$ cat src/rtl/fetch_pkg.sv
// fetch_pkg: shared fetch-side types and constants.
//   XLEN          - machine word / address width
//   fetch_state_t - fetch FSM states (request, wait for data, drop stale data)
package fetch_pkg;
    localparam int XLEN = 64;
    typedef enum logic [1:0] {S_REQ, S_WAIT, S_DROP} fetch_state_t;
endpackage

$ cat src/rtl/instruction_fetch_unit_if.sv
// instruction_fetch_unit_if: instruction-memory read bus between fetch unit and memory.
//   req_valid/req_ready/req_addr - read request handshake (master drives valid/addr)
//   resp_valid/resp_data         - one-cycle response pulse, never back-pressured
interface instruction_fetch_unit_if;
    import fetch_pkg::*;
    logic            req_valid;
    logic            req_ready;
    logic [XLEN-1:0] req_addr;
    logic            resp_valid;
    logic [XLEN-1:0] resp_data;
    modport master (output req_valid, req_addr, input req_ready, resp_valid, resp_data);
    modport slave  (input req_valid, req_addr, output req_ready, resp_valid, resp_data);
endinterface

$ cat src/rtl/instruction_fetch_unit.sv
// instruction_fetch_unit: PC owner and single-outstanding instruction fetcher feeding IF/ID.
//   clk, reset                        - clock, async active-high reset
//   imem                              - instruction-memory read bus (master side)
//   redirect_valid, redirect_target   - retarget PC from later stages, highest priority
//   id_stall                          - downstream hold; output buffer frozen while valid
//   fetch_valid/address/instruction   - output buffer driving the IF/ID register inputs
module instruction_fetch_unit import fetch_pkg::*; #(
    parameter logic [XLEN-1:0] RESET_PC = 64'h0,
    parameter logic [XLEN-1:0] PC_STEP  = 64'd4
) (
    input  logic                      clk,
    input  logic                      reset,
    instruction_fetch_unit_if.master  imem,
    input  logic                      redirect_valid,
    input  logic [XLEN-1:0]           redirect_target,
    input  logic                      id_stall,
    output logic                      fetch_valid,
    output logic [XLEN-1:0]           fetch_address,
    output logic [XLEN-1:0]           fetch_instruction
);
    fetch_state_t    state, state_next;
    logic [XLEN-1:0] pc, pc_next;
    logic            out_free, handshake, capture, fetch_valid_next;

    // A request is only issued when its result is guaranteed a free buffer slot.
    assign out_free       = !fetch_valid || !id_stall;
    assign imem.req_valid = (state == S_REQ) && out_free && !reset;
    assign imem.req_addr  = pc;
    assign handshake      = imem.req_valid && imem.req_ready;
    // A response coinciding with a redirect belongs to the old path and is dropped.
    assign capture        = (state == S_WAIT) && imem.resp_valid && !redirect_valid;

    always_comb begin
        state_next = state;
        case (state)
            S_REQ:   state_next = handshake ? (redirect_valid ? S_DROP : S_WAIT) : S_REQ;
            S_WAIT:  state_next = imem.resp_valid ? S_REQ : (redirect_valid ? S_DROP : S_WAIT);
            S_DROP:  state_next = imem.resp_valid ? S_REQ : S_DROP;
            default: state_next = S_REQ;
        endcase
        pc_next          = redirect_valid ? redirect_target : capture ? pc + PC_STEP : pc;
        fetch_valid_next = redirect_valid ? 1'b0 : capture ? 1'b1 : fetch_valid && id_stall;
    end

    always_ff @(posedge clk or posedge reset) begin
        if (reset) begin
            state             <= S_REQ;
            pc                <= RESET_PC;
            fetch_valid       <= 1'b0;
            fetch_address     <= '0;
            fetch_instruction <= '0;
        end else begin
            state       <= state_next;
            pc          <= pc_next;
            fetch_valid <= fetch_valid_next;
            if (capture) begin
                fetch_address     <= pc;
                fetch_instruction <= imem.resp_data;
            end
        end
    end
endmodule
$ cat src/flat_wrapper.sv
// flat-port wrapper written by rule: the top's interface ports become plain ports
module instruction_fetch_unit_flat import fetch_pkg::*;
#(
    parameter logic [XLEN-1:0] RESET_PC = 64'h0,
    parameter logic [XLEN-1:0] PC_STEP  = 64'd4
)
  (clk, reset, redirect_valid, redirect_target, id_stall, fetch_valid, fetch_address, fetch_instruction, imem_req_valid, imem_req_addr, imem_req_ready, imem_resp_valid, imem_resp_data);
  instruction_fetch_unit_if imem_i ();
  input  logic clk;
  input  logic reset;
  input  logic redirect_valid;
  input  logic [XLEN-1:0] redirect_target;
  input  logic id_stall;
  output logic fetch_valid;
  output logic [XLEN-1:0] fetch_address;
  output logic [XLEN-1:0] fetch_instruction;
  output wire logic [$bits(imem_i.req_valid)-1:0] imem_req_valid;
  output wire logic [$bits(imem_i.req_addr)-1:0] imem_req_addr;
  input wire logic [$bits(imem_i.req_ready)-1:0] imem_req_ready;
  input wire logic [$bits(imem_i.resp_valid)-1:0] imem_resp_valid;
  input wire logic [$bits(imem_i.resp_data)-1:0] imem_resp_data;
  assign imem_req_valid = imem_i.req_valid;
  assign imem_req_addr = imem_i.req_addr;
  assign imem_i.req_ready = imem_req_ready;
  assign imem_i.resp_valid = imem_resp_valid;
  assign imem_i.resp_data = imem_resp_data;
  instruction_fetch_unit #(.RESET_PC(RESET_PC), .PC_STEP(PC_STEP)) u_core (.clk(clk), .reset(reset), .imem(imem_i), .redirect_valid(redirect_valid), .redirect_target(redirect_target), .id_stall(id_stall), .fetch_valid(fetch_valid), .fetch_address(fetch_address), .fetch_instruction(fetch_instruction));
endmodule
$ cat config.mk
export PLATFORM = sky130hd
export DESIGN_NAME = instruction_fetch_unit_flat
export DESIGN_NICKNAME = d
export VERILOG_FILES = /design/src/rtl/fetch_pkg.sv /design/src/rtl/instruction_fetch_unit_if.sv /design/src/rtl/instruction_fetch_unit.sv /design/src/flat_wrapper.sv
export SDC_FILE = /design/constraint.sdc
export NUM_CORES = 1
export LEC_CHECK = 0
export CAP_MARGIN = 20
export CORE_MARGIN = 2
export CORE_UTILIZATION = 48
export CTS_CLUSTER_SIZE = 12
export DETAILED_ROUTE_END_ITERATION = 7
export PLACE_DENSITY_LB_ADDON = 0.2
export SLEW_MARGIN = 20
export SYNTH_ARGS = -nofsm -noshare
export SYNTH_HDL_FRONTEND = slang
export SYNTH_SLANG_ARGS = --single-unit
$ cat constraint.sdc
create_clock -name clk -period 12.65 [get_ports clk]
set_clock_uncertainty 0.1 [all_clocks]
set_input_delay 2.53 -clock clk [delete_from_list [all_inputs] [get_ports clk]]
set_output_delay 2.53 -clock clk [all_outputs]
set_load 0.05 [all_outputs]
==> flow_summary.yaml <==
worst_setup_path:
  endpoint_kind: "output pin"
  crit_path_frequent_cell: "clkdlybuf4s50_1"
  path_class: "in2out"
  cp.required_ns: 10.02
  cp.arrival_ns: 4.50
  cp_max_fo: 2
  worstSetupStartpointType: "input port"
  cp_slowest_cell: "clkdlybuf4s50_1"
  slowest_delay_ns: 0.91
  crit_chain: "clkdlybuf4s50_1, a2111oi_0, clkdlybuf4s50_1"
global_route:
  busiest_layer: "met2"
  grt_use_met2_pct: 43.69
  gr-usage-met1_pct: 35.24
  grt_pass1_vias: 7394
  grt_max_degree: 117
  overflow: 0
  grt_use_total_pct: 26.83
  antenna_found_initial: 0
  grt_pass1_wl_um: 40990
  gr-usage-met3_pct: 7.516
clock_tree:
  root_buffer: "clkbuf_16"
  worstSkewPairLatency_ns: 0.43
  cts.sinks: 195
  cts_resized: 0
  cts.path.max_buffers: 2
  clk_pin_slew_ns: 0.07
  cts_tree: "done"
  cts_max_level: 4
  cts_setup_buffers: 0
  cts_buffers: 17
  ctsHoldBuffers: 0
layout:
  final_cell_count_no_fill: 1289
  diodes: 0
  area_growth_pct: 46.75
  fin_nets: 1183
  drive_above_1_share_pct: 16.23
  final_cell_mix: "clkdlybuf4s50_1 (326), dfrtp_1 (195), mux2_2 (130)"
  final_common_cell: "clkdlybuf4s50_1"
logic_synthesis:
  synth.distinct_cells: 45
  syn_nets: 869
  synth_area_leaders: "dfrtp_1 (56%), mux2_2 (17%), nand2_1 (2.9%)"
  yosysWarnings: 0
  netlist_area_um2: 8682
  ys_seq_area_share_pct: 56.20
  yosys.area.top_type: "dfrtp_1"
  synth_top_area_share_pct: 56.20
  synthArstFlopShare_pct: 100.0
  syn_area_per_cell_um2: 11.83
  synth-edff-count: 0
  ys_seq_elements: 195
  netlist_instances: 734
  synthFlopType: "dfrtp_1"
run_status:
  status: "finished, final reports clean"
power_and_ir_drop:
  p_per_area_nw_per_um2: 207.8
  vdd_drop_max_mv: 0.1501
  leakage_nw: 5.084
drt:
  routed_wl_um: 25310
  wl_per_cell_um: 19.63
  dr.first_iter.drc_count: 524
  via_per_inst: 5.599
  drc: 0
  ant_nets: 0
  num_vias: 7217
  dr.pass1.iters: 6
place:
  place_ws_ns: 5.528
  place.gp.congestion: 0.7921
  io_buffers: 327
  dpl.cell_count: 1258
  dpl.hpwl_um: 17870
timing:
  worst_pin_slew_ns: 0.9570
  drv_slew: 0
  max_freq_ghz: 0.1402
  fin_crit_sh_pct: 56.37
  setup_viol: 0
  fin_setup_tns_ns: 0
  rsz0062_at_grt: "no"
  slew_headroom_pct: 36.13
  finalCriticalPeriod_ns: 7.131
  holdWs_ns: 0.4056
  finalHoldViolCount: 0
  layout_setup_ws_ns: 5.519
floorplanning:
  initial_core_util_pct: 48.66
  dieArea_um2: 19180
  num_io_pins: 328
  num_rows: 49
  coreArea_um2: 17840
  die_y_um: 138.5
  dieWidth_um: 138.5
hold_path:
  hp-class: "reg2reg"
flow_run:
  drv_cap: 0
-- sequential cells by signal, summed over array words and instances (netlist names) --
signal / cells
u_core.imem.req_addr: 64
u_core.fetch_valid: 1
u_core.fetch_instruction: 64
u_core.state: 2
u_core.fetch_address: 64
-- worst max-delay path: cells and delay by family --
kind | cells | cell delay, ns
compound gates | 1 | 0.55
buf+inv | 2 | 1.42
-- power breakdown --
part           internal (mW)  leakage (nW)  total [mW]  switching (mW)
clock network          0.303         0.287       0.542           0.239
registers              0.788          2.40       0.902           0.114
logic                  0.435          2.40        1.20           0.769
total                   1.53          5.08        2.65            1.12
-- routing by layer --
metal  up-vias  wire (µm)  share of wire [%]
met4         0        618                2.4
met1      3575      10410                 41
met3        46       1862                7.4
li1       3326          -                  -
met2       270      12420                 49
met5         -          0                  0
-- cell type report --
cell class / instances / area [µm²]
clock inverter: 11 / 126.4
fill: 1294 / 5100
timing repair buffer: 332 / 3316
sequential: 195 / 4880
multi-input combinational: 491 / 3627
tap: 229 / 286.5
inverter: 11 / 48.80
clock buffer: 20 / 456.7
-- worst paths after layout --
kind	slack [ns]	cells past startpoint	from	endpoint
worst max-delay path	5.52	3	reset	imem_req_valid
max in group asynchronous	8.60	3	reset	u_core.imem.req_addr[43]
min in group asynchronous	2.58	2	reset	u_core.fetch_address[8]
worst min-delay path	0.41	1	u_core.fetch_address[23]	u_core.fetch_address[23]
worst min register to register	0.41	1	u_core.fetch_address[23]	u_core.fetch_address[23]
worst max register to register	9.60	5	u_core.state[1]	u_core.imem.req_addr[63]
-- cell usage after synthesis (3+ instances only) --
master,n
nor4_1,15
and4_1,6
buf_1,3
nand2b_1,4
clkbuf_1,32
nor2b_1,5
o211ai_1,6
and2_1,4
xnor2_1,21
o21ai_0,36
a31oi_1,12
inv_1,11
nor2_1,28
nor3_1,9
or4_1,22
nand3_1,36
dfrtp_1,195
or3_1,8
o31a_1,8
nand2_1,67
a22oi_1,3
o31ai_1,10
xor2_1,11
mux2_2,130
nand4_1,27
-- metrics by stage --
step / power (mW) / util (%) / cell area [µm²]
after floorplan: 1.666 / - / 8682
after global placement: 2.101 / 68.10 / 12150
after detailed placement: 2.122 / 68.10 / 12150
after CTS: 2.669 / 71.37 / 12730
after global routing: 2.750 / 71.41 / 12740
final: 2.647 / 71.41 / 12740
-- kinds of logic after synthesis --
group,share of synthesized area [%]
AOI/OAI and AO/OA,6.298
xor gates and xnor gates,3.228
adders and majority gates,0.1441
and+or+nand+nor,14.93
DFF,56.20
muxes,17.09
buffers and inverters,2.104
Note: power is estimated with default switching activity, not from simulation.
